$ cat src/rtl/sound_sched_if.sv
// Sound scheduler bus: four level-sensitive sound requests in, the
// registered tone code, tone enable, active source ID and done pulse out.
interface sound_sched_if;
   logic        req_lwin;
   logic        req_rwin;
   logic        req_paddle;
   logic        req_wall;
   logic [11:0] note;
   logic        tone_en;
   logic [1:0]  active_id;
   logic        done;

   // Game logic side: raises requests, listens to the tone generator outputs.
   modport master (
      output req_lwin, req_rwin, req_paddle, req_wall,
      input  note, tone_en, active_id, done
   );

   // Scheduler side.
   modport slave (
      input  req_lwin, req_rwin, req_paddle, req_wall,
      output note, tone_en, active_id, done
   );
endinterface

$ cat src/rtl/sound_sched.sv
// Sound scheduler: arbitrates four sound sources (left win, right win,
// paddle, wall) onto a single tone generator, one note per clk_10Hz tick.
//
//   state | meaning
//   ------+--------------------------------------------------------------
//   IDLE  | silent, waiting for a pending request
//   PLAY  | sounding note[step] of source active_id
//   GAP   | one silent tick after a completed sound, done pulse high
//
// Request bit order everywhere: [0]=lwin [1]=rwin [2]=paddle [3]=wall,
// which is also the priority order and the active_id encoding.
module sound_sched #(
   parameter int WIN_LEN  = 29,
   parameter int HIT_LEN  = 2,
   parameter int WALL_LEN = 1
) (
   input  logic         clk_10Hz,
   input  logic         reset,
   sound_sched_if.slave bus
);

   typedef enum logic [1:0] {
      S_IDLE = 2'd0,
      S_PLAY = 2'd1,
      S_GAP  = 2'd2
   } state_t;

   localparam logic [5:0] WIN_LAST  = 6'(WIN_LEN - 1);
   localparam logic [5:0] HIT_LAST  = 6'(HIT_LEN - 1);
   localparam logic [5:0] WALL_LAST = 6'(WALL_LEN - 1);

   state_t      state_q, state_d;
   logic [3:0]  req_q, req_d;
   logic [3:0]  pend_q, pend_d;
   logic [5:0]  step_q, step_d;
   logic [1:0]  id_q, id_d;
   logic [11:0] note_q, note_d;
   logic        tone_q, tone_d;
   logic        done_q, done_d;

   logic [3:0]  edge_w;
   logic [3:0]  pend_eff;
   logic [1:0]  grant_id;
   logic [1:0]  start_id;
   logic [3:0]  drop_mask;
   logic        start_w;
   logic        preempt_w;

   // Highest-priority set bit; caller guarantees at least one bit is set.
   function automatic logic [1:0] pick(input logic [3:0] p);
      logic [1:0] r;
      if (p[0])      r = 2'd0;
      else if (p[1]) r = 2'd1;
      else if (p[2]) r = 2'd2;
      else           r = 2'd3;
      return r;
   endfunction

   // Tone code for a given source and step. Win melodies walk the mid
   // digit through a 7-note scale, up for lwin and down for rwin.
   function automatic logic [11:0] note_of(input logic [1:0] id,
                                           input logic [5:0] step);
      logic [2:0]  ph;
      logic [11:0] n;
      ph = 3'(step % 6'd7);
      case (id)
         2'd0:    n = {4'h0, 1'b0, 3'(ph + 3'd1), 4'h0};
         2'd1:    n = {4'h0, 1'b0, 3'(3'd7 - ph), 4'h0};
         2'd2:    n = 12'h100;
         default: n = 12'h005;
      endcase
      return n;
   endfunction

   // Index of the final note for each source.
   function automatic logic [5:0] last_of(input logic [1:0] id);
      logic [5:0] l;
      case (id)
         2'd0, 2'd1: l = WIN_LAST;
         2'd2:       l = HIT_LAST;
         default:    l = WALL_LAST;
      endcase
      return l;
   endfunction

   // Edge detect, effective pending and next-state/next-output decode.
   always_comb begin
      req_d     = {bus.req_wall, bus.req_paddle, bus.req_rwin, bus.req_lwin};
      edge_w    = req_d & ~req_q;
      pend_eff  = pend_q | edge_w;
      grant_id  = pick(pend_eff);
      preempt_w = id_q[1] & (|edge_w[1:0]);

      state_d   = state_q;
      pend_d    = pend_eff;
      step_d    = step_q;
      id_d      = id_q;
      note_d    = note_q;
      tone_d    = tone_q;
      done_d    = 1'b0;
      start_w   = 1'b0;
      start_id  = grant_id;
      drop_mask = 4'b0000;

      case (state_q)
         S_IDLE, S_GAP: begin
            if (|pend_eff) begin
               start_w = 1'b1;
            end else begin
               state_d = S_IDLE;
               step_d  = 6'd0;
               note_d  = 12'h000;
               tone_d  = 1'b0;
            end
         end
         S_PLAY: begin
            if (preempt_w) begin
               // A win cuts a paddle/wall sound short; the cut sound is
               // dropped rather than replayed later.
               start_w   = 1'b1;
               start_id  = pick({2'b00, pend_eff[1:0]});
               drop_mask = 4'b0001 << id_q;
            end else if (step_q == last_of(id_q)) begin
               state_d = S_GAP;
               note_d  = 12'h000;
               tone_d  = 1'b0;
               done_d  = 1'b1;
            end else begin
               step_d = step_q + 6'd1;
               note_d = note_of(id_q, step_q + 6'd1);
            end
         end
         default: begin
            state_d = S_IDLE;
            note_d  = 12'h000;
            tone_d  = 1'b0;
         end
      endcase

      if (start_w) begin
         state_d = S_PLAY;
         step_d  = 6'd0;
         id_d    = start_id;
         note_d  = note_of(start_id, 6'd0);
         tone_d  = 1'b1;
         pend_d  = pend_eff & ~drop_mask & ~(4'b0001 << start_id);
      end
   end

   // State and registered outputs; request copies reset high so a level
   // held across reset release is not mistaken for a new request.
   always_ff @(posedge clk_10Hz or negedge reset) begin
      if (!reset) begin
         state_q <= S_IDLE;
         req_q   <= 4'b1111;
         pend_q  <= 4'b0000;
         step_q  <= 6'd0;
         id_q    <= 2'd0;
         note_q  <= 12'h000;
         tone_q  <= 1'b0;
         done_q  <= 1'b0;
      end else begin
         state_q <= state_d;
         req_q   <= req_d;
         pend_q  <= pend_d;
         step_q  <= step_d;
         id_q    <= id_d;
         note_q  <= note_d;
         tone_q  <= tone_d;
         done_q  <= done_d;
      end
   end

   assign bus.note      = note_q;
   assign bus.tone_en   = tone_q;
   assign bus.active_id = id_q;
   assign bus.done      = done_q;

endmodule
$ cat src/flat_wrapper.sv
// flat-port wrapper written by rule: the top's interface ports become plain ports
module sound_sched_flat 
#(
   parameter int WIN_LEN  = 29,
   parameter int HIT_LEN  = 2,
   parameter int WALL_LEN = 1
)
  (clk_10Hz, reset, bus_req_lwin, bus_req_rwin, bus_req_paddle, bus_req_wall, bus_note, bus_tone_en, bus_active_id, bus_done);
  sound_sched_if bus_i ();
  input  logic clk_10Hz;
  input  logic reset;
  input wire logic [$bits(bus_i.req_lwin)-1:0] bus_req_lwin;
  input wire logic [$bits(bus_i.req_rwin)-1:0] bus_req_rwin;
  input wire logic [$bits(bus_i.req_paddle)-1:0] bus_req_paddle;
  input wire logic [$bits(bus_i.req_wall)-1:0] bus_req_wall;
  output wire logic [$bits(bus_i.note)-1:0] bus_note;
  output wire logic [$bits(bus_i.tone_en)-1:0] bus_tone_en;
  output wire logic [$bits(bus_i.active_id)-1:0] bus_active_id;
  output wire logic [$bits(bus_i.done)-1:0] bus_done;
  assign bus_i.req_lwin = bus_req_lwin;
  assign bus_i.req_rwin = bus_req_rwin;
  assign bus_i.req_paddle = bus_req_paddle;
  assign bus_i.req_wall = bus_req_wall;
  assign bus_note = bus_i.note;
  assign bus_tone_en = bus_i.tone_en;
  assign bus_active_id = bus_i.active_id;
  assign bus_done = bus_i.done;
  sound_sched #(.WIN_LEN(WIN_LEN), .HIT_LEN(HIT_LEN), .WALL_LEN(WALL_LEN)) u_core (.clk_10Hz(clk_10Hz), .reset(reset), .bus(bus_i));
endmodule
$ cat config.mk
export PLATFORM = sky130hd
export DESIGN_NAME = sound_sched_flat
export DESIGN_NICKNAME = d
export VERILOG_FILES = /design/src/rtl/sound_sched_if.sv /design/src/rtl/sound_sched.sv /design/src/flat_wrapper.sv
export SDC_FILE = /design/constraint.sdc
export NUM_CORES = 1
export LEC_CHECK = 0
export CORE_MARGIN = 2
export CORE_UTILIZATION = 56
export CTS_CLUSTER_SIZE = 8
export DETAILED_ROUTE_END_ITERATION = 6
export PLACE_DENSITY = 0.78
export SLEW_MARGIN = 30
export SYNTH_ARGS = -nofsm -noshare
export SYNTH_HDL_FRONTEND = slang
export SYNTH_SLANG_ARGS = --single-unit
$ cat constraint.sdc
create_clock -name clk_10Hz -period 6.2 [get_ports clk_10Hz]
set_clock_uncertainty 0.1 [all_clocks]
set_input_delay 0.93 -clock clk_10Hz [delete_from_list [all_inputs] [get_ports clk_10Hz]]
set_output_delay 0.93 -clock clk_10Hz [all_outputs]
set_load 0.005 [all_outputs]
======== Word-level counts from Yosys, hierarchy flattened ========
Cells that the tools add are included.
word-level totals
  flip-flop bits (word level) ............. 32
  bits in latches ......................... 0
  RAM bits ................................ 0
  ROM bits ................................ 0
  input bits .............................. 6
  output and inout bits ................... 16
  word-level logic and storage cells ...... 85
  memories ................................ 0
operators by class
  $add $sub $neg .......................... 3
  $mul .................................... 0
  divide/modulo/power cells ............... 1
  order comparisons ....................... 0
  equal/unequal tests ..................... 11
  shift operators ......................... 2
  mux-type cells .......................... 41
  bitwise gates (word level) .............. 8
  reduce and logical (&&, ||, !) cells .... 11
operators with widths
  operator                                          number
  one-hot mux 9 bit (3 select lines)                2
  2-to-1 mux 12 bit                                 4
  2-to-1 mux 6 bit                                  6
  one-hot mux 12 bit (2 select lines)               1
  2-to-1 mux 2 bit                                  10
  AND 4 bit                                         3
  2-to-1 mux 4 bit                                  3
  NOT 4 bit                                         3
  one-hot mux 6 bit (2 select lines)                1
  2-to-1 mux 1 bit                                  10
  one-hot mux 5 bit (2 select lines)                1
  != test 3 x 2 -> 1 bit (second input constant)    3
  << shifter 1 x 2 -> 4 bit (first input constant)  2
  adder 6 x 1 -> 6 bit (second input constant)      1
  == test 2 x 1 -> 1 bit (second input constant)    3
  == test 2 bit (second input constant)             3
  == test 6 bit                                     1
  logical NOT 2 bit                                 3
  modulo 6 x 3 -> 6 bit (second input constant)     1
  OR reduction 2 bit                                3
  OR 4 bit                                          1
  one-hot mux 1 bit (2 select lines)                2
  one-hot mux 2 bit (2 select lines)                1
  AND reduction 4 bit                               1
  other kinds (8)                                   8

======== Logic depth before layout (Yosys ltp) ========
  word-level depth ........................ 12
  gate-level depth with buffers ........... 24
  depth with buffers taken out ............ 20

======== Worst setup path after synthesis ========
No wires, ideal clock.
  path kind ............................... register to register
  start point ............................. register u_core.step_q[0]
  end point ............................... register u_core.note_q[6], in the netlist u_core.bus.note[6]
  arrival time ............................ 4.337 ns
  required time ........................... 6.031 ns
  slack ................................... 1.693 ns
  stages on the path, launching flop included .. 25
  buffers on the path ..................... 4
  cells stage by stage .................... dfrtp_1 -> ha_1 -> buf_2 -> buf_1 -> and2_0 -> a21boi_0 -> o32a_1 -> a31oi_1 -> ha_1 -> inv_1 -> a221oi_1 -> or2_0 -> buf_2 -> xnor2_1 -> ha_1 -> clkbuf_1 -> a2111oi_0 -> a31oi_1 -> a2bb2oi_1 -> nor2_1 -> ha_1 -> nor2_1 -> or3_1 -> a32o_1 -> nand3_1
on the way
  longest elaborated chain between the ends .. 8
RTL lines
  element                                                   RTL line                              source
  start: declaration                                        sound_sched.sv:35                     logic [5:0] step_q, step_d;
  start signal: assignment                                  sound_sched.sv:166                    step_q <= step_d;
  adder 6 x 1 -> 6 bit                                      sound_sched.sv:130                    note_d = note_of(id_q, step_q + 6'd1);
  modulo 6 x 3 -> 6 bit                                     sound_sched.sv:65                     ph = 3'(step % 6'd7);
  subtractor 3 bit or adder 3 x 1 -> 3 bit (tied branches)  sound_sched.sv:68, sound_sched.sv:67
  one-hot mux 9 bit (3 select lines)                        sound_sched.sv:66                     case (id)
  2-to-1 mux 12 bit (*)                                     sound_sched.sv:123                    end else if (step_q == last_of(id_q)) begin
  2-to-1 mux 12 bit (*)                                     sound_sched.sv:117                    if (preempt_w) begin
  one-hot mux 12 bit (2 select lines) (*)                   sound_sched.sv:105                    case (state_q)
  2-to-1 mux 12 bit (*)                                     sound_sched.sv:140                    if (start_w) begin
  end signal: assignment                                    sound_sched.sv:168                    note_q <= note_d;
  end: declaration                                          sound_sched.sv:37                     logic [11:0] note_q, note_d;
Every way passes the cells marked *; elsewhere a longest branch is shown, timed or not. The select of a mux whose other input is x is not followed.
A chain may end at the register's enable or synchronous reset.

======== Worst setup path after layout ========
Ends and elaborated chain as after synthesis.

==> flow_summary.yaml <==
cells_and_area:
  final_cells: 267
  nNetsFinal: 235
  fillers: 267
  areaGrowthSynthToFinish_pct: 6.86
  final_cell_mix: "nor2_1 (20), dfrtp_1 (20), inv_1 (14), a21oi_1 (14), clkdlybuf4s50_1 (14)"
  fin_area_um2: 1990
  diodes: 0
  drive_gt1_frac: 0.0807
synth:
  synth_edf_count: 0
  avgSynthCellArea_um2: 8.30
  synth_top_area_share: 0.269
  ys.warnings.count: 0
  synth_top_area_cell: "dfrtp_1"
  ys_seq_area_frac: 0.326
  synth_top_flop_cell: "dfrtp_1"
  synth_area_um2: 1860
  async_flop_share: 1.00
  yosysUniqueCellTypes: 63
  synthTopCellsByArea: "dfrtp_1 (27%), dfstp_2 (5.7%), buf_4 (4.4%)"
  synth-seq-cells: 24
  synthCells: 224
detailed_routing:
  remaining_drc_errors: 0
  wl_per_cell_um: 15.2
  first_pass_iters: 5
  num_vias: 1648
  drtAntennaViolNets: 0
  vias_per_cell: 6.17
  drt-total-wl_um: 4060
  drt_iter0_markers: 118
place:
  numPortBuffers: 15
  place.detailed.instances: 263
  dpl_cell_area_um2: 1930
  hpwl_um: 2990
  gp_congestion: 0.887
floorplanning:
  rows: 20
  start_util: 0.599
  core_um2: 3100
  die_area_um2: 3800
  die_w_um: 61.6
  die_h_um: 61.6
  ios: 22
worst_setup_path:
  worstPathArrival_ns: 5.46
  setup.worst_path.class: "reg -> reg"
  crit_required_ns: 6.36
  start_kind: "flip-flop"
  critical_path.endpoint_type: "flip-flop"
  cp_max_fo: 21
sta:
  slew-limit-headroom: 0.547
  hold_violations: 0
  worst_slew_pin_slew_ns: 0.662
  max_freq_ghz: 0.189
  holdWs_ns: 0.457
  rsz0062_at_grt: "no"
  finalCritPeriodShare: 0.854
  setup_viol: 0
  fin_tns_setup_ns: 0
  slew_viol_final: 0
  post-route-min-period_ns: 5.30
outcome:
  status: "completed"
global_route:
  grt_pass1_wl_um: 6720
  grt_pass1_vias: 1438
  grt_max_degree: 25
  gr-total-overflow: 0
  grt_usage: 0.234
  antenna_found_initial: 0
power:
  ir_drop_mv: 0.444
  powerDensity_nw_per_um2: 524
  p_comb_frac: 0.622
  power.switching_uw: 477
  power_leakage_uw: 0.000826
  p_clk_frac: 0.107
  seqPwrFrac: 0.271
  netSwitchingFraction: 0.458
  p_int_uw: 564
clock_tree:
  cts_made_buffers: 3
  clock_latency_ns: 0.32
  post_cts_resized: 0
  cts_tree: "done"
  cts.sinks: 24
  cts-hold-fix-buffers: 0
  cts.htree.levels: 1
  path_clk_slew_ns: 0.13
  clockRootBuffer: "clkbuf_4"
  cts_post_setup_buffers_inserted: 0
  cts.path.max_buffers: 2
hold_path:
  hold_class: "in -> async"
job:
  drv_cap: 0
-- cell families after synthesis --
kind of cell	count (synthesis)	share of synthesized area
other	1	0.00202
flip-flops	24	0.326
adder cells (fa/ha/maj)	5	0.0336
AO/OA/AOI/OAI	70	0.273
multiplexers	3	0.0175
buffers and inverters	39	0.106
XOR/XNOR	5	0.0236
AND/OR/NAND/NOR	77	0.219
-- critical path: stages, from the launching register on --
cell and delay (ns):
dfrtp_1 0.57, ha_1 0.52, or2_2 0.41, a21boi_0 0.13, o32a_1 0.17, a31oi_1 0.33, ha_1 0.22, inv_1 0.05
a221oi_1 0.42, or2_0 0.33, xnor2_1 0.11, ha_1 0.28, a2111oi_0 0.38, a31oi_1 0.08, a2bb2oi_1 0.16, nor2_1 0.11
ha_1 0.19, nor2_1 0.07, or3_1 0.32, a32o_1 0.22, nand3_1 0.07
-- state kept, by name, indices dropped and copies added (netlist names) --
register / cells
u_core.req_q: 4
u_core.bus.note: 5
u_core.pend_q: 4
u_core.step_q: 6
u_core.bus.done: 1
u_core.bus.active_id: 2
u_core.state_q: 2
-- per-stage QoR --
stage / worst slack (ns) / utilization / power [uW]
global placement: 1.30 / 0.625 / 887
global route: 0.521 / 0.640 / 1130
floorplan: 1.69 / - / 773
detailed placement: 0.972 / 0.623 / 918
CTS: 0.960 / 0.640 / 1040
finish: 0.904 / 0.640 / 1040
-- layer usage --
metal / track usage / wire length (um) / vias up
li1: - / - / 803
met1: 0.329 / 1810 / 781
met2: 0.379 / 1960 / 62
met3: 0.0441 / 273 / 2
met4: 0.0456 / 17 / 0
met5: 0 / 0 / -
-- Yosys cell counts, drive strengths merged (4+ instances only) --
library cell / count
nor2b: 5
or2: 6
o21a: 4
dfrtp: 20
a21oi: 14
ha: 5
dfstp: 4
nand3: 6
nor2: 20
inv: 14
buf: 20
o21ai: 10
clkbuf: 5
xnor2: 5
nor3: 5
and3: 4
nand4: 4
nand2: 12
-- final cells by class --
class / instances / area [um^2] / area share
multi-input combinational: 166 / 1080 / 0.542
tap: 44 / 55.1 / 0.0277
clock buffer: 3 / 22.5 / 0.0113
timing repair buffer: 15 / 145 / 0.0730
sequential: 24 / 606 / 0.305
inverter: 14 / 52.6 / 0.0264
clock inverter: 1 / 30.0 / 0.0151
-- power groups by stage --
stage,registers [uW],clock network [uW],logic [uW]
6_report,282,112,647
5_1_grt,293,122,717
4_1_cts,281,115,642
3_5_place_dp,283,0,635
3_3_place_gp,278,0,609
2_1_floorplan,242,0,531
-- path summary, 6_finish.rpt --
path	from	end	slack, ns	cells after the start
worst max-delay path	u_core.step_q[0]	u_core.bus.note[6]	0.90	20
max in group asynchronous	reset	u_core.req_q[0]	5.18	1
min in group clk_10Hz	u_core.state_q[1]	u_core.state_q[1]	0.50	3
worst max register to register	u_core.step_q[0]	u_core.bus.note[6]	0.90	20
worst min-delay path	reset	u_core.bus.active_id[1]	0.46	1
worst min register to register	u_core.state_q[1]	u_core.state_q[1]	0.50	3
No activity file was read; power rests on OpenSTA's default activity.
